## src/rtl/counter_ctrl_unit_pkg.sv

```systemverilog
// Shared types and helpers for the counter control stage: debounce state
// encoding and a constant-width helper for counter sizing.
package counter_ctrl_unit_pkg;

  typedef enum logic [2:0] {
    ST_IDLE         = 3'd0,
    ST_WAIT_PRESS   = 3'd1,
    ST_PRESSED      = 3'd2,
    ST_HELD         = 3'd3,
    ST_WAIT_RELEASE = 3'd4
  } db_state_e;

  // Bits needed to hold 0..v-1; never less than one bit.
  function automatic int unsigned clog2(input int unsigned v);
    int unsigned r;
    r = 0;
    for (int unsigned i = 0; i < 32; i++) begin
      if (((v - 1) >> i) != 0) r = i + 1;
    end
    return (r == 0) ? 1 : r;
  endfunction

endpackage

```

## src/rtl/counter_ctrl_unit_btn_debounce.sv

```systemverilog
// Push-button conditioner: multi-stage synchronizer followed by a press/release
// debounce FSM that emits one pulse per accepted press.
module btn_debounce
  import counter_ctrl_unit_pkg::*;
#(
  parameter int unsigned SYNC_STAGES = 2,
  parameter int unsigned DB_CYCLES   = 500_000
) (
  input  logic clk,
  input  logic rst,
  input  logic btn_raw,
  output logic press_pulse
);

  localparam int unsigned CW = clog2(DB_CYCLES);
  localparam logic [CW-1:0] CNT_LAST = CW'(DB_CYCLES - 1);

  logic [SYNC_STAGES-1:0] sync_q, sync_d;
  db_state_e              state_q, state_d;
  logic [CW-1:0]          cnt_q, cnt_d;
  logic                   btn_s;

  assign btn_s = sync_q[SYNC_STAGES-1];

  always_comb begin
    sync_d  = {sync_q[SYNC_STAGES-2:0], btn_raw};
    state_d = state_q;
    cnt_d   = cnt_q;
    case (state_q)
      ST_IDLE: begin
        if (btn_s) begin
          state_d = ST_WAIT_PRESS;
          cnt_d   = '0;
        end
      end
      ST_WAIT_PRESS: begin
        if (!btn_s)                state_d = ST_IDLE;
        else if (cnt_q == CNT_LAST) state_d = ST_PRESSED;
        else                       cnt_d   = cnt_q + CW'(1);
      end
      ST_PRESSED: state_d = ST_HELD;
      ST_HELD: begin
        if (!btn_s) begin
          state_d = ST_WAIT_RELEASE;
          cnt_d   = '0;
        end
      end
      ST_WAIT_RELEASE: begin
        if (btn_s)                 state_d = ST_HELD;
        else if (cnt_q == CNT_LAST) state_d = ST_IDLE;
        else                       cnt_d   = cnt_q + CW'(1);
      end
      default: state_d = ST_IDLE;
    endcase
  end

  always_ff @(posedge clk) begin
    if (rst) begin
      sync_q  <= '0;
      state_q <= ST_IDLE;
      cnt_q   <= '0;
    end else begin
      sync_q  <= sync_d;
      state_q <= state_d;
      cnt_q   <= cnt_d;
    end
  end

  // Pure state decode: one cycle wide, no path from btn_raw.
  assign press_pulse = (state_q == ST_PRESSED);

endmodule

```

## src/rtl/counter_ctrl_unit.sv

```systemverilog
// Control stage for the 4-bit counter: prescaled count-enable tick, button
// driven direction toggle and clear strobe, all as registered outputs.
module counter_ctrl_unit
  import counter_ctrl_unit_pkg::*;
#(
  parameter int unsigned TICK_DIV    = 50_000_000,
  parameter int unsigned DB_CYCLES   = 500_000,
  parameter int unsigned SYNC_STAGES = 2
) (
  input  logic clk,
  input  logic rst,
  input  logic btn_dir,
  input  logic btn_clr,
  input  logic sw_run,
  output logic cnt_en,
  output logic cnt_up,
  output logic cnt_clr
);

  localparam int unsigned PW = clog2(TICK_DIV);
  localparam logic [PW-1:0] PRESC_LAST = PW'(TICK_DIV - 1);

  logic                   dir_pulse, clr_pulse, run_s;
  logic [SYNC_STAGES-1:0] run_sync_q, run_sync_d;
  logic [PW-1:0]          presc_q, presc_d;
  logic                   en_q, en_d, up_q, up_d, clr_q, clr_d;

  btn_debounce #(.SYNC_STAGES(SYNC_STAGES), .DB_CYCLES(DB_CYCLES)) u_db_dir (
    .clk         (clk),
    .rst         (rst),
    .btn_raw     (btn_dir),
    .press_pulse (dir_pulse)
  );

  btn_debounce #(.SYNC_STAGES(SYNC_STAGES), .DB_CYCLES(DB_CYCLES)) u_db_clr (
    .clk         (clk),
    .rst         (rst),
    .btn_raw     (btn_clr),
    .press_pulse (clr_pulse)
  );

  assign run_s = run_sync_q[SYNC_STAGES-1];

  // Clear outranks the tick; a paused prescaler holds its value.
  always_comb begin
    run_sync_d = {run_sync_q[SYNC_STAGES-2:0], sw_run};
    presc_d    = presc_q;
    en_d       = 1'b0;
    clr_d      = 1'b0;
    up_d       = dir_pulse ? ~up_q : up_q;
    if (clr_pulse) begin
      clr_d   = 1'b1;
      presc_d = '0;
    end else if (run_s) begin
      if (presc_q == PRESC_LAST) begin
        presc_d = '0;
        en_d    = 1'b1;
      end else begin
        presc_d = presc_q + PW'(1);
      end
    end
  end

  always_ff @(posedge clk) begin
    if (rst) begin
      run_sync_q <= '0;
      presc_q    <= '0;
      en_q       <= 1'b0;
      up_q       <= 1'b1;
      clr_q      <= 1'b0;
    end else begin
      run_sync_q <= run_sync_d;
      presc_q    <= presc_d;
      en_q       <= en_d;
      up_q       <= up_d;
      clr_q      <= clr_d;
    end
  end

  assign cnt_en  = en_q;
  assign cnt_up  = up_q;
  assign cnt_clr = clr_q;

endmodule

```

## config.mk

```make
export PLATFORM = sky130hd
export DESIGN_NAME = counter_ctrl_unit
export DESIGN_NICKNAME = d
export VERILOG_FILES = /design/src/rtl/counter_ctrl_unit_pkg.sv /design/src/rtl/counter_ctrl_unit_btn_debounce.sv /design/src/rtl/counter_ctrl_unit.sv
export SDC_FILE = /design/constraint.sdc
export NUM_CORES = 1
export LEC_CHECK = 0
export ABC_AREA = 1
export BUFFER_PORTS_ARGS = -buffer_cell sky130_fd_sc_hd__buf_2
export CORE_MARGIN = 2
export CORE_UTILIZATION = 60
export CTS_CLUSTER_SIZE = 40
export DETAILED_ROUTE_END_ITERATION = 8
export GPL_ROUTABILITY_DRIVEN = 1
export PLACE_DENSITY_LB_ADDON = 0.08
export SLEW_MARGIN = 40
export SYNTH_ARGS = -nofsm -noshare
export SYNTH_HDL_FRONTEND = slang
export SYNTH_SLANG_ARGS = --single-unit
```

## constraint.sdc

```tcl
create_clock -name clk -period 4.8 [get_ports clk]
set_input_delay 0.96 -clock clk [delete_from_list [all_inputs] [get_ports clk]]
set_output_delay 0.96 -clock clk [all_outputs]
set_load 0.02 [all_outputs]
```

Yosys cells after proc, flatten, opt, wreduce, memory -nomap -nowiden
Cells that the tools add are included.
W data, S select, Z words.

storage, ports and cells
  word-level logic and storage cells = 78
  register bits after elaboration = 79
  input port bits = 5
  output and inout bits = 3

cells by class
  multiplexer cells = 29
  $add $sub $neg = 3
  reduce and logical (&&, ||, !) cells = 10
  bitwise gates (word level) = 2
  eq/ne operators = 23

operators by type and width
  operator                 number
  $mux W19                 10
  $pmux W19 S4             2
  $add A19 B1 Y19 const B  2
  $eq A19 B19 Y1 const B   2
  $mux W3                  12
  $pmux W3 S5              2
  $add A26 B1 Y26 const B  1
  $eq A26 B26 Y1 const B   1
  $mux W26                 1
  $eq A3 B2 Y1 const B     4
  $reduce_and A5 Y1        2
  $ne A2 B1 Y1 const B     4
  $ne A2 B2 Y1 const B     4
  $reduce_and A4 Y1        2
  $reduce_bool A4 Y1       2
  $eq A3 B1 Y1 const B     2
  $eq A3 B3 Y1 const B     2
  $logic_not A3 Y1         2
  $ne A3 B1 Y1 const B     2
  $ne A3 B3 Y1 const B     2
  $reduce_or A3 Y1         1
  $mux W1                  2
  $not A1 Y1               2
  $reduce_or A2 Y1         1

Longest topological paths before layout
Gate-level depths: netlist of run 1.

  depth in word-level cells = 4
  gate-level depth with buffers = 12
  depth with buffers taken out = 12

By module
From an unflattened synthesis of run 1, not the netlist that was laid out.

unflattened totals
  cell total of the unflattened synthesis = 753
  area total of the unflattened synthesis = 4745.8 um2

by module, submodules not included
  module             instances  cells an instance  area an instance (um2)  sequential area each (um2)
  btn_debounce       2          250                1525.2                  480.5
  counter_ctrl_unit  1          253                1695.4                  620.6

Worst setup path before layout of run 1
OpenSTA, ideal clock, no wires.

  kind = input-to-reg
  from = input port rst
  to = register presc_q[3]
  path buffers = 1
  cell stages on the path = 6
  arrival = 1.820 ns
  slack = 2.902 ns
  setup time = 0.078 ns
  data required time = 4.722 ns
  path through = clkbuf_1 nor2_1 inv_2 nor2_2 inv_2 nor3_1

on the way
  cells in the longest elaborated chain, start to end = 1

RTL lines
  item                               line                     text
  start, declared                    counter_ctrl_unit.sv:11  input logic rst,
  $reduce_or A2 Y1 (no source line)  n/a
  end signal, assigned               counter_ctrl_unit.sv:73  presc_q <= presc_d;
  end, declared                      counter_ctrl_unit.sv:25  logic [PW-1:0] presc_q, presc_d;

No other way between the ends.
A chain may end at the register's enable or synchronous reset.

==> results of run 1 <==
==> per-layer routing <==
metal	part of all wire	vias up	wire length [um]
met3	0.044	20	432
met4	0.015	0	145
met1	0.47	1999	4610
met5	0	-	0
li1	-	2266	-
met2	0.47	98	4690
==> cell type report <==
class | instances | area share
Inverter | 88 | 0.0680
Clock inverter | 4 | 0.0111
Timing Repair Buffer | 7 | 0.00721
Clock buffer | 12 | 0.0319
Sequential cell | 79 | 0.325
Multi-Input combinational cell | 524 | 0.531
Tap cell | 99 | 0.0255
==> worst paths after layout <==
check	endpoint	cells past startpoint
max	u_db_clr.cnt_q[14]	6
max reg2reg	u_db_dir.cnt_q[13]	10
min reg2reg	u_db_clr.sync_q[1]	2
min	u_db_clr.sync_q[1]	2
==> cells in the mapped netlist, types with 7 or more instances <==
master,n
sky130_fd_sc_hd__nor2_1,113
sky130_fd_sc_hd__nand2_1,176
sky130_fd_sc_hd__xor2_1,17
sky130_fd_sc_hd__a21oi_2,8
sky130_fd_sc_hd__nor2_2,7
sky130_fd_sc_hd__nand2_2,10
sky130_fd_sc_hd__o21ai_0,17
sky130_fd_sc_hd__nand3_1,67
sky130_fd_sc_hd__inv_1,82
sky130_fd_sc_hd__nor3_1,15
sky130_fd_sc_hd__nand4_1,21
sky130_fd_sc_hd__dfxtp_1,79
sky130_fd_sc_hd__a21oi_1,29
==> sequential cells by signal (all words and copies together), names as in the netlist <==
signal	cells
presc_q	26
u_db_clr.cnt_q	19
u_db_dir.cnt_q	19
u_db_clr.state_q	3
u_db_dir.state_q	3
run_sync_q	2
u_db_clr.sync_q	2
u_db_dir.sync_q	2
cnt_clr	1
cnt_en	1
cnt_up	1
==> metrics by stage <==
stage	hold WS, ns	util	instance area, um2	power (W)
detailed placement	0.393	0.634	4650	0.00111
global placement	0.394	0.634	4650	0.00110
global route	0.463	0.663	4860	0.00170
floorplan	0.388	-	4570	0.00105
CTS	0.409	0.663	4860	0.00162
finish	0.407	0.663	4860	0.00160
==> worst max-delay path, delay by kind of cell <==
kind | cells | cell delay, ns
buf+inv | 3 | 1.09
simple gates | 3 | 0.40
==> cells by family (layout without fill, tap and decap cells) <==
group | after synthesis | in the layout | synth area share
and+or+nand+nor | 432 | 432 | 0.430
buffers and inverters | 99 | 111 | 0.0890
adders and majority gates | 3 | 3 | 0.00822
xor gates and xnor gates | 22 | 22 | 0.0422
DFF | 79 | 79 | 0.346
AOI/OAI and AO/OA | 67 | 67 | 0.0846
==> power groups by stage <==
stage,registers (W),clock network [W],logic [W]
floorplan,0.000717,0,0.000336
global placement,0.000721,0,0.000377
detailed placement,0.000721,0,0.000385
CTS,0.000707,0.000526,0.000386
global route,0.000711,0.000551,0.000437
finish,0.000707,0.000510,0.000385
==> metrics.txt, run 1 <==
# TYPE chip_impl_metric gauge
chip_impl_metric{name="final-setup-viol-count",unit=""} 0
chip_impl_info{name="layout.cells.most_common",value="sky130_fd_sc_hd__nand2_1"} 1
chip_impl_metric{name="skew",unit="ns"} 0.00990
chip_impl_metric{name="vias",unit=""} 4383
chip_impl_metric{name="io_buffer_count",unit=""} 7
chip_impl_metric{name="h_tree_depth_reported_by_cts",unit=""} 3
chip_impl_metric{name="detail_route.drc_violations",unit=""} 0
chip_impl_metric{name="synth_edf_count",unit=""} 0
chip_impl_metric{name="post-place-cells",unit=""} 797
chip_impl_metric{name="worst_margin_slew",unit="ns"} 0.746
chip_impl_metric{name="post_route_cells_drive_above_1_share",unit=""} 0.0994
chip_impl_metric{name="area_delta_synth_final",unit="%"} 6.38
chip_impl_info{name="grt_setup_unrepaired",value="no"} 1
chip_impl_info{name="cts_root_buf",value="sky130_fd_sc_hd__clkbuf_8"} 1
chip_impl_info{name="run_status",value="finished, final reports clean"} 1
chip_impl_metric{name="design.die.area",unit="um2"} 8330
chip_impl_metric{name="syn_area_per_cell",unit="um2"} 6.51
chip_impl_metric{name="cts_made_buffers",unit=""} 9
chip_impl_info{name="worst_path_max_delay_cell",value="sky130_fd_sc_hd__buf_2"} 1
chip_impl_metric{name="grt_util_met3",unit=""} 0.0531
chip_impl_metric{name="post_layout_worst_setup_margin",unit="ns"} 2.56
chip_impl_metric{name="wl",unit="um"} 9870
chip_impl_metric{name="crit_path_max_fanout",unit=""} 36
chip_impl_info{name="tritoncts_clock_tree",value="done"} 1
chip_impl_metric{name="total_area_of_sequential_cells",unit="um2"} 1580
chip_impl_metric{name="worst-endpoint-required",unit="ns"} 5.05
chip_impl_metric{name="viasPerCell",unit=""} 5.39
chip_impl_metric{name="worst_slew_margin_rel",unit=""} 0.503
chip_impl_info{name="regToRegStartpoint",value="u_db_dir.cnt_q[0]"} 1
chip_impl_metric{name="clock_slew_at_the_register_clock_pins_of_the_worst_setup_and_hold_paths",unit="ns"} 0.08
chip_impl_metric{name="leakagePower",unit="nW"} 1.82
chip_impl_metric{name="synth.yosys.seq_area_share",unit=""} 0.346
chip_impl_metric{name="setup_tns",unit="ns"} 0
chip_impl_metric{name="antenna_found_initial",unit=""} 0
chip_impl_metric{name="overflow",unit=""} 0
chip_impl_metric{name="clkLatencyLatePin",unit="ns"} 0.35
chip_impl_metric{name="boundaryPins",unit=""} 8
chip_impl_info{name="synth_ff_type",value="sky130_fd_sc_hd__dfxtp_1"} 1
chip_impl_metric{name="clockBufferDepth",unit=""} 2
chip_impl_metric{name="globalRouteTotalUtil",unit=""} 0.252
chip_impl_metric{name="fin_crit",unit="ns"} 2.24
chip_impl_metric{name="hold_buffers",unit=""} 0
chip_impl_info{name="worstSetupPathType",value="input port to register"} 1
chip_impl_metric{name="grt_start_max_net_pins",unit=""} 37
chip_impl_info{name="critical_path.cell_chain",value="buf_2 > inv_1 > nand2_1 > nand2_1 > nand2_1 > inv_1"} 1
chip_impl_metric{name="asyncSetResetFlopFracSynth",unit=""} 0
chip_impl_metric{name="power_frac_comb",unit=""} 0.240
chip_impl_metric{name="initial_utilization",unit=""} 0.623
chip_impl_metric{name="fp.dieH",unit="um"} 91.3
chip_impl_metric{name="sw_frac_of_total",unit=""} 0.345
chip_impl_metric{name="drt.antenna.violating_nets",unit=""} 0
chip_impl_metric{name="maximum_cell_stage_delay_along_the_critical_path",unit="ns"} 0.56
chip_impl_metric{name="post_synth_inst_count",unit=""} 702
chip_impl_metric{name="number_of_global_route_vias_before_repair",unit=""} 4005
chip_impl_metric{name="cts_repair_resize_count",unit=""} 0
chip_impl_metric{name="fillerInstances",unit=""} 655
chip_impl_metric{name="first_pass_grt_wire_length",unit="um"} 17600
chip_impl_metric{name="achievable-frequency",unit="GHz"} 0.447
chip_impl_metric{name="placeableCoreArea",unit="um2"} 7330
chip_impl_metric{name="proportion_of_netlist_area_held_by_the_largest_area_contributor",unit=""} 0.346
chip_impl_metric{name="gp_routability_congestion",unit=""} 0.950
chip_impl_metric{name="final_number_of_hold_violating_endpoints",unit=""} 0
chip_impl_metric{name="synth-seq-cells",unit=""} 79
chip_impl_metric{name="n_antenna_cell",unit=""} 0
chip_impl_info{name="min-delay-path-class",value="register to register"} 1
chip_impl_metric{name="synth_warnings",unit=""} 0
chip_impl_info{name="cell_seen_most_often_among_critical_path_stages",value="sky130_fd_sc_hd__nand2_1"} 1
chip_impl_info{name="netlist_top_cells_area",value="sky130_fd_sc_hd__dfxtp_1 35%, sky130_fd_sc_hd__nand2_1 14%, sky130_fd_sc_hd__nor2_1 9.3%"} 1
chip_impl_metric{name="fin_crit_sh",unit=""} 0.467
chip_impl_metric{name="row_count",unit=""} 31
chip_impl_metric{name="rrSetupSlack",unit="ns"} 2.98
chip_impl_metric{name="drv.max_cap_violation_count",unit=""} 0
chip_impl_info{name="timing.critical_path.from",value="rst"} 1
chip_impl_metric{name="multi_input_logic_area",unit="um2"} 2580
chip_impl_info{name="min_delay_src",value="u_db_clr.sync_q[0]"} 1
chip_impl_metric{name="power_per_unit_of_standard_cell_area",unit="nW/um2"} 330
chip_impl_metric{name="clock_power_share",unit=""} 0.318
chip_impl_metric{name="netlist-cell-type-count",unit=""} 38
chip_impl_metric{name="dp_hpwl",unit="um"} 7220
chip_impl_metric{name="preCtsSetupSlack",unit="ns"} 2.16
chip_impl_metric{name="die_x",unit="um"} 91.3
chip_impl_info{name="most-common-layout-cells",value="176 x sky130_fd_sc_hd__nand2_1, 113 x sky130_fd_sc_hd__nor2_1, 82 x sky130_fd_sc_hd__inv_1"} 1
chip_impl_metric{name="firstDrtPassIters",unit=""} 5
chip_impl_metric{name="postCtsSetupRepairBufs",unit=""} 0
chip_impl_metric{name="post_drt_wl_per_cell",unit="um"} 12.1
chip_impl_metric{name="wp_data_arrival",unit="ns"} 2.48
chip_impl_info{name="synth_top_area_cell",value="sky130_fd_sc_hd__dfxtp_1"} 1
chip_impl_metric{name="drt_iter0_drc",unit=""} 171
chip_impl_info{name="worstSetupEndpointType",value="register"} 1
chip_impl_metric{name="maxSlewViolCount",unit=""} 0
chip_impl_info{name="cp-start-kind",value="input port"} 1
chip_impl_info{name="gr_peak_layer",value="met2"} 1
chip_impl_metric{name="grt_use_met1",unit=""} 0.322
chip_impl_metric{name="postSynthNetCount",unit=""} 710
chip_impl_metric{name="numClockSinks",unit=""} 79
chip_impl_metric{name="met2_usage_in_global_routing",unit=""} 0.427
chip_impl_metric{name="power_report.internal_total",unit="W"} 0.00105
chip_impl_metric{name="p_sw",unit="W"} 0.000552
chip_impl_metric{name="seq_power_share",unit=""} 0.441
chip_impl_metric{name="post_synth_instance_area",unit="um2"} 4570
chip_impl_metric{name="vdd.ir_drop.worst",unit="mV"} 0.207
chip_impl_metric{name="fin_nets",unit=""} 717
chip_impl_metric{name="final-instance-count-excl-fill",unit=""} 813
Note: power is estimated with default switching activity, not from simulation.
==> run 2: changes to the inputs <==
==> constraint.sdc (replaced) <==
create_clock -name clk -period 2.2 [get_ports clk]
set_input_delay 0.44 -clock clk [delete_from_list [all_inputs] [get_ports clk]]
set_output_delay 0.44 -clock clk [all_outputs]
set_load 0.02 [all_outputs]
==> metrics.txt, run 2 (synthesized netlist as in run 1, its figures left out) <==
# TYPE chip_impl_metric gauge
chip_impl_info{name="run_status",value="finished, final reports clean"} 1
chip_impl_metric{name="vdd.ir_drop.worst",unit="mV"} 0.979
chip_impl_metric{name="skew",unit="ns"} 0.00894
chip_impl_metric{name="wl",unit="um"} 10000
chip_impl_metric{name="drv.max_cap_violation_count",unit=""} 0
chip_impl_metric{name="first_pass_grt_wire_length",unit="um"} 17700
chip_impl_metric{name="detail_route.drc_violations",unit=""} 0
chip_impl_metric{name="seq_power_share",unit=""} 0.455
chip_impl_info{name="biggestRegsByFlops",value="presc_q: 26 flops, u_db_clr.cnt_q: 19 flops, u_db_dir.cnt_q: 19 flops"} 1
chip_impl_metric{name="power_per_unit_of_standard_cell_area",unit="nW/um2"} 698
chip_impl_info{name="regMostFlops",value="presc_q"} 1
chip_impl_metric{name="setup_tns",unit="ns"} 0
chip_impl_info{name="min-delay-path-class",value="input port to register"} 1
chip_impl_metric{name="wp_data_arrival",unit="ns"} 2.12
chip_impl_metric{name="dp_hpwl",unit="um"} 7410
chip_impl_metric{name="drt_iter0_drc",unit=""} 216
chip_impl_metric{name="post_layout_worst_setup_margin",unit="ns"} 0.350
chip_impl_metric{name="post_route_cells_drive_above_1_share",unit=""} 0.103
chip_impl_metric{name="fillerInstances",unit=""} 668
chip_impl_metric{name="vias",unit=""} 4357
chip_impl_metric{name="rrSetupSlack",unit="ns"} 0.35
chip_impl_metric{name="gp_routability_congestion",unit=""} 0.881
chip_impl_metric{name="overflow",unit=""} 0
chip_impl_metric{name="boundaryPins",unit=""} 8
chip_impl_metric{name="row_count",unit=""} 31
chip_impl_metric{name="p_sw",unit="W"} 0.00123
chip_impl_metric{name="n_antenna_cell",unit=""} 0
chip_impl_info{name="worst_setup_path_endpoint",value="u_db_clr.cnt_q[17]"} 1
chip_impl_metric{name="multi_input_logic_area",unit="um2"} 2580
chip_impl_metric{name="achievable-frequency",unit="GHz"} 0.541
chip_impl_info{name="worstSetupPathType",value="register to register"} 1
chip_impl_metric{name="reg2regPathDepth",unit=""} 9
chip_impl_metric{name="fin_nets",unit=""} 719
chip_impl_metric{name="firstDrtPassIters",unit=""} 7
chip_impl_metric{name="preCtsSetupSlack",unit="ns"} 0.403
chip_impl_metric{name="clock_power_share",unit=""} 0.296
chip_impl_metric{name="antenna_found_initial",unit=""} 0
chip_impl_metric{name="cts_made_buffers",unit=""} 9
chip_impl_metric{name="post_drt_wl_per_cell",unit="um"} 12.3
chip_impl_metric{name="power_report.internal_total",unit="W"} 0.00215
chip_impl_metric{name="initial_utilization",unit=""} 0.623
chip_impl_metric{name="largest_register_ffs",unit=""} 26
chip_impl_metric{name="final_number_of_hold_violating_endpoints",unit=""} 0
chip_impl_metric{name="clockBufferDepth",unit=""} 2
chip_impl_metric{name="leakagePower",unit="nW"} 1.82
chip_impl_info{name="most-common-layout-cells",value="176 x sky130_fd_sc_hd__nand2_1, 113 x sky130_fd_sc_hd__nor2_1, 82 x sky130_fd_sc_hd__inv_1"} 1
chip_impl_metric{name="worst_margin_slew",unit="ns"} 0.638
chip_impl_info{name="worstSetupEndpointType",value="register"} 1
chip_impl_metric{name="fp.dieH",unit="um"} 91.3
chip_impl_metric{name="hold_buffers",unit=""} 0
chip_impl_metric{name="maxSlewViolCount",unit=""} 0
chip_impl_metric{name="final-setup-viol-count",unit=""} 0
chip_impl_metric{name="fin_crit_sh",unit=""} 0.841
chip_impl_info{name="timing.critical_path.from",value="u_db_clr.cnt_q[1]"} 1
chip_impl_info{name="cts_root_buf",value="sky130_fd_sc_hd__clkbuf_8"} 1
chip_impl_metric{name="io_buffer_count",unit=""} 7
chip_impl_info{name="regToRegStartpoint",value="u_db_clr.cnt_q[1]"} 1
chip_impl_metric{name="globalRouteTotalUtil",unit=""} 0.256
chip_impl_metric{name="h_tree_depth_reported_by_cts",unit=""} 3
chip_impl_metric{name="placeableCoreArea",unit="um2"} 7330
chip_impl_metric{name="power_frac_comb",unit=""} 0.250
chip_impl_metric{name="crit_path_max_fanout",unit=""} 15
chip_impl_info{name="worstReg2RegEnd",value="u_db_clr.cnt_q[17]"} 1
chip_impl_metric{name="numClockSinks",unit=""} 79
chip_impl_metric{name="worst-endpoint-required",unit="ns"} 2.47
chip_impl_metric{name="postCtsSetupRepairBufs",unit=""} 0
chip_impl_metric{name="sw_frac_of_total",unit=""} 0.365
chip_impl_metric{name="fin_crit",unit="ns"} 1.85
chip_impl_metric{name="clock_slew_at_the_register_clock_pins_of_the_worst_setup_and_hold_paths",unit="ns"} 0.09
chip_impl_metric{name="area_delta_synth_final",unit="%"} 6.11
chip_impl_metric{name="viasPerCell",unit=""} 5.35
chip_impl_metric{name="clkLatencyLatePin",unit="ns"} 0.35
chip_impl_metric{name="cts_repair_resize_count",unit=""} 0
chip_impl_metric{name="worst_slew_margin_rel",unit=""} 0.574
chip_impl_metric{name="design.die.area",unit="um2"} 8330
chip_impl_metric{name="number_of_global_route_vias_before_repair",unit=""} 4091
chip_impl_info{name="layout.cells.most_common",value="sky130_fd_sc_hd__nand2_1"} 1
chip_impl_info{name="grt_setup_unrepaired",value="no"} 1
chip_impl_info{name="tritoncts_clock_tree",value="done"} 1
chip_impl_metric{name="die_x",unit="um"} 91.3
chip_impl_metric{name="total_area_of_sequential_cells",unit="um2"} 1580
chip_impl_metric{name="grt_start_max_net_pins",unit=""} 19
chip_impl_metric{name="drt.antenna.violating_nets",unit=""} 0
chip_impl_info{name="cp-start-kind",value="register"} 1
run 2: how the worst min path moves through the flow:
| stage | slack, ns | cells after the start | startpoint | to |
|---|---|---|---|---|
| final | 0.29 | 3 | btn_clr | u_db_clr.sync_q[0] |
| after detailed placement | 0.39 | 2 | u_db_clr.sync_q[0] | u_db_clr.sync_q[1] |
| after CTS | 0.27 | 3 | btn_clr | u_db_clr.sync_q[0] |
| after floorplan | 0.39 | 2 | run_sync_q[0] | run_sync_q[1] |
| after global placement | 0.39 | 2 | run_sync_q[0] | run_sync_q[1] |
| after global routing | 0.30 | 3 | sw_run | run_sync_q[0] |
run 2: power by group through the flow:
stage | sequential (W) | clock [W] | combinational [W]
after floorplan | 0.00156 | 0 | 0.000733
after global placement | 0.00157 | 0 | 0.000817
after detailed placement | 0.00157 | 0 | 0.000835
after CTS | 0.00154 | 0.00102 | 0.000840
after global routing | 0.00155 | 0.00107 | 0.000954
final | 0.00154 | 0.00100 | 0.000844
run 2: area by class of cell:
class,instances,area share
Multi-Input combinational cell,524,0.532
Sequential cell,79,0.326
Inverter,88,0.0681
Clock buffer,10,0.0284
Tap cell,99,0.0256
Timing Repair Buffer,9,0.0103
Clock inverter,6,0.00903
run 2: metal layers:
metal / vias to the layer above / part of all wire / global-route usage / routed length (um)
met1: 1983 / 0.46 / 0.312 / 4570
li1: 2265 / - / - / -
met2: 98 / 0.49 / 0.448 / 4910
met5: - / 0 / 0 / 0
met3: 11 / 0.041 / 0.0564 / 414
met4: 0 / 0.012 / 0.0795 / 121
run 2: stage by stage:
step / hold slack (ns) / power [W] / area, um2 / instances / util
after floorplan: 0.388 / 0.00230 / 4570 / 702 / -
after global placement: 0.390 / 0.00239 / 4670 / 799 / 0.636
after detailed placement: 0.395 / 0.00241 / 4670 / 799 / 0.636
after CTS: 0.274 / 0.00340 / 4850 / 815 / 0.661
after global routing: 0.296 / 0.00358 / 4850 / 815 / 0.661
final: 0.288 / 0.00338 / 4850 / 815 / 0.661
run 2: worst max-delay path, cell delays in order, from the launching register on:
cell                      delay, ns
sky130_fd_sc_hd__dfxtp_1       0.40
sky130_fd_sc_hd__ha_1          0.21
sky130_fd_sc_hd__nand2_2       0.08
sky130_fd_sc_hd__nor2_4        0.16
sky130_fd_sc_hd__nand4_2       0.13
sky130_fd_sc_hd__nor2_4        0.13
sky130_fd_sc_hd__nand2_4       0.11
sky130_fd_sc_hd__nand2_4       0.20
sky130_fd_sc_hd__nand2_1       0.14
sky130_fd_sc_hd__o21ai_0       0.20
==> run 3: changes to the inputs <==
--- a/config.mk
+++ b/config.mk
@@ -5,7 +5,7 @@
 export SDC_FILE = /design/constraint.sdc
 export NUM_CORES = 1
 export LEC_CHECK = 0
-export ABC_AREA = 1
+export ABC_AREA = 0
 export BUFFER_PORTS_ARGS = -buffer_cell sky130_fd_sc_hd__buf_2
 export CORE_MARGIN = 2
 export CORE_UTILIZATION = 60
==> constraint.sdc (replaced) <==
create_clock -name clk -period 1.76 [get_ports clk]
set_input_delay 0.352 -clock clk [delete_from_list [all_inputs] [get_ports clk]]
set_output_delay 0.352 -clock clk [all_outputs]
set_load 0.02 [all_outputs]
==> metrics.txt, run 3 <==
# TYPE chip_impl_metric gauge
chip_impl_metric{name="final-setup-viol-count",unit=""} 15
chip_impl_metric{name="post-place-cells",unit=""} 649
chip_impl_info{name="worst_path_max_delay_cell",value="sky130_fd_sc_hd__dfxtp_2"} 1
chip_impl_info{name="critical_path.cell_chain",value="ha_4 > nand4_1 > buf_4 > buf_4 > nor3_4 > nand3_2 > o31ai_2 > o311a_1"} 1
chip_impl_metric{name="gp_routability_congestion",unit=""} 0.894
chip_impl_metric{name="post_synth_inst_count",unit=""} 485
chip_impl_metric{name="netlist-cell-type-count",unit=""} 77
chip_impl_metric{name="final-instance-count-excl-fill",unit=""} 685
chip_impl_metric{name="hold_buffers",unit=""} 0
chip_impl_metric{name="numClockSinks",unit=""} 79
chip_impl_metric{name="reg2regPathDepth",unit=""} 8
chip_impl_metric{name="vdd.ir_drop.worst",unit="mV"} 0.359
chip_impl_metric{name="fp.dieH",unit="um"} 87.1
chip_impl_metric{name="crit_path_max_fanout",unit=""} 3
chip_impl_info{name="layout.cells.most_common",value="sky130_fd_sc_hd__buf_4"} 1
chip_impl_metric{name="fin_nets",unit=""} 608
chip_impl_metric{name="post_synth_instance_area",unit="um2"} 4150
chip_impl_metric{name="post_layout_worst_setup_margin",unit="ns"} -0.117
chip_impl_metric{name="leakagePower",unit="nW"} 2.16
chip_impl_metric{name="drt.antenna.violating_nets",unit=""} 0
chip_impl_metric{name="fin_area",unit="um2"} 5870
chip_impl_metric{name="overflow",unit=""} 0
chip_impl_metric{name="power_per_unit_of_standard_cell_area",unit="nW/um2"} 609
chip_impl_metric{name="maximum_cell_stage_delay_along_the_critical_path",unit="ns"} 0.38
chip_impl_metric{name="asyncSetResetFlopFracSynth",unit=""} 0
chip_impl_metric{name="largest_register_ffs",unit=""} 26
chip_impl_info{name="cp-start-kind",value="register"} 1
chip_impl_metric{name="io_buffer_count",unit=""} 7
chip_impl_info{name="biggestRegsByFlops",value="presc_q: 26 flops, u_db_clr.cnt_q: 19 flops, u_db_dir.cnt_q: 19 flops"} 1
chip_impl_info{name="netlist_top_cells_area",value="sky130_fd_sc_hd__dfxtp_1 38%, sky130_fd_sc_hd__nor2_1 5.3%, sky130_fd_sc_hd__xor2_1 4.0%"} 1
chip_impl_metric{name="clockBufferDepth",unit=""} 2
chip_impl_info{name="timing.hold.worst_endpoint",value="u_db_dir.sync_q[0]"} 1
chip_impl_metric{name="synth-seq-cells",unit=""} 79
chip_impl_metric{name="viasPerCell",unit=""} 6.45
chip_impl_info{name="path_delay_family",value="simple AND/OR/NAND/NOR gates"} 1
chip_impl_metric{name="rrSetupSlack",unit="ns"} -0.12
chip_impl_metric{name="worst-endpoint-required",unit="ns"} 2.07
chip_impl_metric{name="dp_hpwl",unit="um"} 7450
chip_impl_metric{name="design.die.area",unit="um2"} 7590
chip_impl_metric{name="globalRouteTotalUtil",unit=""} 0.313
chip_impl_info{name="cts_root_buf",value="sky130_fd_sc_hd__clkbuf_8"} 1
chip_impl_info{name="min-delay-path-class",value="input port to register"} 1
chip_impl_metric{name="n_antenna_cell",unit=""} 0
chip_impl_metric{name="number_of_global_route_vias_before_repair",unit=""} 4098
chip_impl_info{name="regToRegStartpoint",value="u_db_dir.cnt_q[1]"} 1
chip_impl_metric{name="drt_iter0_drc",unit=""} 258
chip_impl_metric{name="clkLatencyLatePin",unit="ns"} 0.36
chip_impl_info{name="tritoncts_clock_tree",value="done"} 1
chip_impl_metric{name="fillerInstances",unit=""} 344
chip_impl_metric{name="worst_hold_slack",unit="ns"} 0.214
chip_impl_metric{name="synth_warnings",unit=""} 0
chip_impl_metric{name="syn_area_per_cell",unit="um2"} 8.55
chip_impl_metric{name="post_drt_wl_per_cell",unit="um"} 19.0
chip_impl_metric{name="utilization",unit=""} 0.869
chip_impl_metric{name="synth.yosys.seq_area_share",unit=""} 0.382
chip_impl_info{name="run_status",value="complete, but fails checks"} 1
chip_impl_info{name="grt_setup_unrepaired",value="yes"} 1
chip_impl_metric{name="post_route_cells_drive_above_1_share",unit=""} 0.425
chip_impl_info{name="cell_seen_most_often_among_critical_path_stages",value="sky130_fd_sc_hd__buf_4"} 1
chip_impl_metric{name="die_x",unit="um"} 87.1
chip_impl_metric{name="row_count",unit=""} 30
chip_impl_metric{name="placeableCoreArea",unit="um2"} 6760
chip_impl_metric{name="vias",unit=""} 4419
chip_impl_metric{name="antenna_found_initial",unit=""} 0
chip_impl_metric{name="detail_route.drc_violations",unit=""} 0
chip_impl_info{name="synth_top_area_cell",value="sky130_fd_sc_hd__dfxtp_1"} 1
chip_impl_metric{name="boundaryPins",unit=""} 8
chip_impl_metric{name="h_tree_depth_reported_by_cts",unit=""} 3
chip_impl_metric{name="proportion_of_netlist_area_held_by_the_largest_area_contributor",unit=""} 0.382
chip_impl_metric{name="synth_edf_count",unit=""} 0
chip_impl_metric{name="cts_made_buffers",unit=""} 9
chip_impl_info{name="synth_ff_type",value="sky130_fd_sc_hd__dfxtp_1"} 1
chip_impl_metric{name="preCtsSetupSlack",unit="ns"} -0.0884
chip_impl_metric{name="wl",unit="um"} 13000
chip_impl_metric{name="firstDrtPassIters",unit=""} 5
chip_impl_info{name="regMostFlops",value="presc_q"} 1
chip_impl_metric{name="critPathBufInv",unit=""} 2
chip_impl_info{name="worstSetupPathType",value="register to register"} 1
chip_impl_metric{name="first_pass_grt_wire_length",unit="um"} 19000
chip_impl_info{name="post-synth-top-count-cell",value="sky130_fd_sc_hd__dfxtp_1"} 1
chip_impl_metric{name="fin_crit_sh",unit=""} 1.07
chip_impl_info{name="violations",value="setup timing"} 1
chip_impl_metric{name="achievable-frequency",unit="GHz"} 0.533
chip_impl_metric{name="postSynthNetCount",unit=""} 493
chip_impl_metric{name="skew",unit="ns"} 0.0131
chip_impl_info{name="synthTopCellsByCount",value="79 x sky130_fd_sc_hd__dfxtp_1, 58 x sky130_fd_sc_hd__nor2_1, 38 x sky130_fd_sc_hd__nand2_1"} 1
chip_impl_metric{name="min_delay_path_depth",unit=""} 2
chip_impl_info{name="worstReg2RegEnd",value="u_db_dir.cnt_q[14]"} 1
chip_impl_metric{name="fin_crit",unit="ns"} 1.88
chip_impl_metric{name="worst_margin_slew",unit="ns"} 0.435
chip_impl_info{name="min_delay_src",value="btn_dir"} 1
chip_impl_metric{name="clock_slew_at_the_register_clock_pins_of_the_worst_setup_and_hold_paths",unit="ns"} 0.09
chip_impl_metric{name="maxSlewViolCount",unit=""} 0
chip_impl_metric{name="wp_data_arrival",unit="ns"} 2.18
chip_impl_info{name="worstSetupEndpointType",value="register"} 1
chip_impl_metric{name="grt_start_max_net_pins",unit=""} 15
chip_impl_metric{name="drv.max_cap_violation_count",unit=""} 0
chip_impl_metric{name="final_number_of_hold_violating_endpoints",unit=""} 0
chip_impl_metric{name="area_delta_synth_final",unit="%"} 41.7
chip_impl_info{name="most-common-layout-cells",value="108 x sky130_fd_sc_hd__buf_4, 54 x sky130_fd_sc_hd__nor2_1, 51 x sky130_fd_sc_hd__dfxtp_1"} 1
chip_impl_metric{name="worst_slew_margin_rel",unit=""} 0.709
chip_impl_metric{name="place_area",unit="um2"} 4950
chip_impl_metric{name="initial_utilization",unit=""} 0.614
==> run 3: worst register-to-register path, delay by kind of cell (launching register included) <==
family	cells	cell delay, ns
AND/OR/NAND/NOR	3	0.51
flip-flops	1	0.38
buffers and inverters	2	0.33
adder cells (fa/ha/maj)	1	0.16
AO/OA/AOI/OAI	2	0.46
==> run 3: kinds of logic after synthesis <==
group / after synthesis / synth area share
mux: 4 / 0.0112
xor+xnor: 26 / 0.0549
fa+ha+maj: 3 / 0.00906
compound gates: 105 / 0.181
flops: 79 / 0.382
simple gates: 230 / 0.314
buf+inv: 38 / 0.0483
==> run 3: what timing repair did <==
action	in CTS	in global routing
setup buffers	11	10
hold endpoints to repair	0	0
pin swaps	20	31
resized for setup	44	79
endpoints found under the setup margin	49	49
cloned	2	0
==> run 3: layer usage <==
layer | up-vias | GRT usage | share of wire
li1 | 2024 | - | -
met1 | 2125 | 0.389 | 0.40
met2 | 218 | 0.537 | 0.50
met3 | 52 | 0.0436 | 0.057
met4 | 0 | 0.138 | 0.039
met5 | - | 0 | 0
==> run 3: how the worst max path moves through the flow <==
| stage | start | endpoint | slack [ns] | cells past startpoint |
|---|---|---|---|---|
| after CTS | u_db_clr.cnt_q[12] | u_db_clr.cnt_q[18] | -0.04 | 6 |
| after global placement | u_db_clr.cnt_q[0] | u_db_clr.cnt_q[17] | -0.04 | 6 |
| final | u_db_dir.cnt_q[1] | u_db_dir.cnt_q[14] | -0.12 | 8 |
| after detailed placement | u_db_clr.cnt_q[6] | u_db_clr.cnt_q[8] | -0.09 | 7 |
| after floorplan | u_db_clr.state_q[2] | u_db_clr.cnt_q[15] | 0.0009 | 7 |
| after global routing | u_db_clr.cnt_q[9] | u_db_clr.cnt_q[11] | -0.24 | 9 |
==> run 3: area by class of cell <==
| cell class | count | area [um2] | share of cell area |
|---|---|---|---|
| clock inverter | 6 | 92.6 | 0.0158 |
| sequential | 79 | 1630 | 0.277 |
| multi-input combinational | 368 | 2790 | 0.476 |
| tap | 80 | 100 | 0.0170 |
| inverter | 10 | 37.5 | 0.00639 |
| timing repair buffer | 132 | 1100 | 0.187 |
| clock buffer | 10 | 128 | 0.0217 |
==> run 3: per-stage QoR <==
stage | power (W) | setup TNS [ns]
global placement | 0.00202 | -0.199
CTS | 0.00355 | -0.204
finish | 0.00358 | -1.04
global route | 0.00367 | -2.89
detailed placement | 0.00203 | -1.62
floorplan | 0.00195 | 0
==> run 3: power by group <==
group          leakage, nW  internal, W  switching [W]  total (W)
clock network        0.104     0.000810       0.000728    0.00154
registers            0.653      0.00179      0.0000112    0.00180
logic                 1.41     0.000106       0.000129   0.000235
total                 2.16      0.00271       0.000868    0.00358
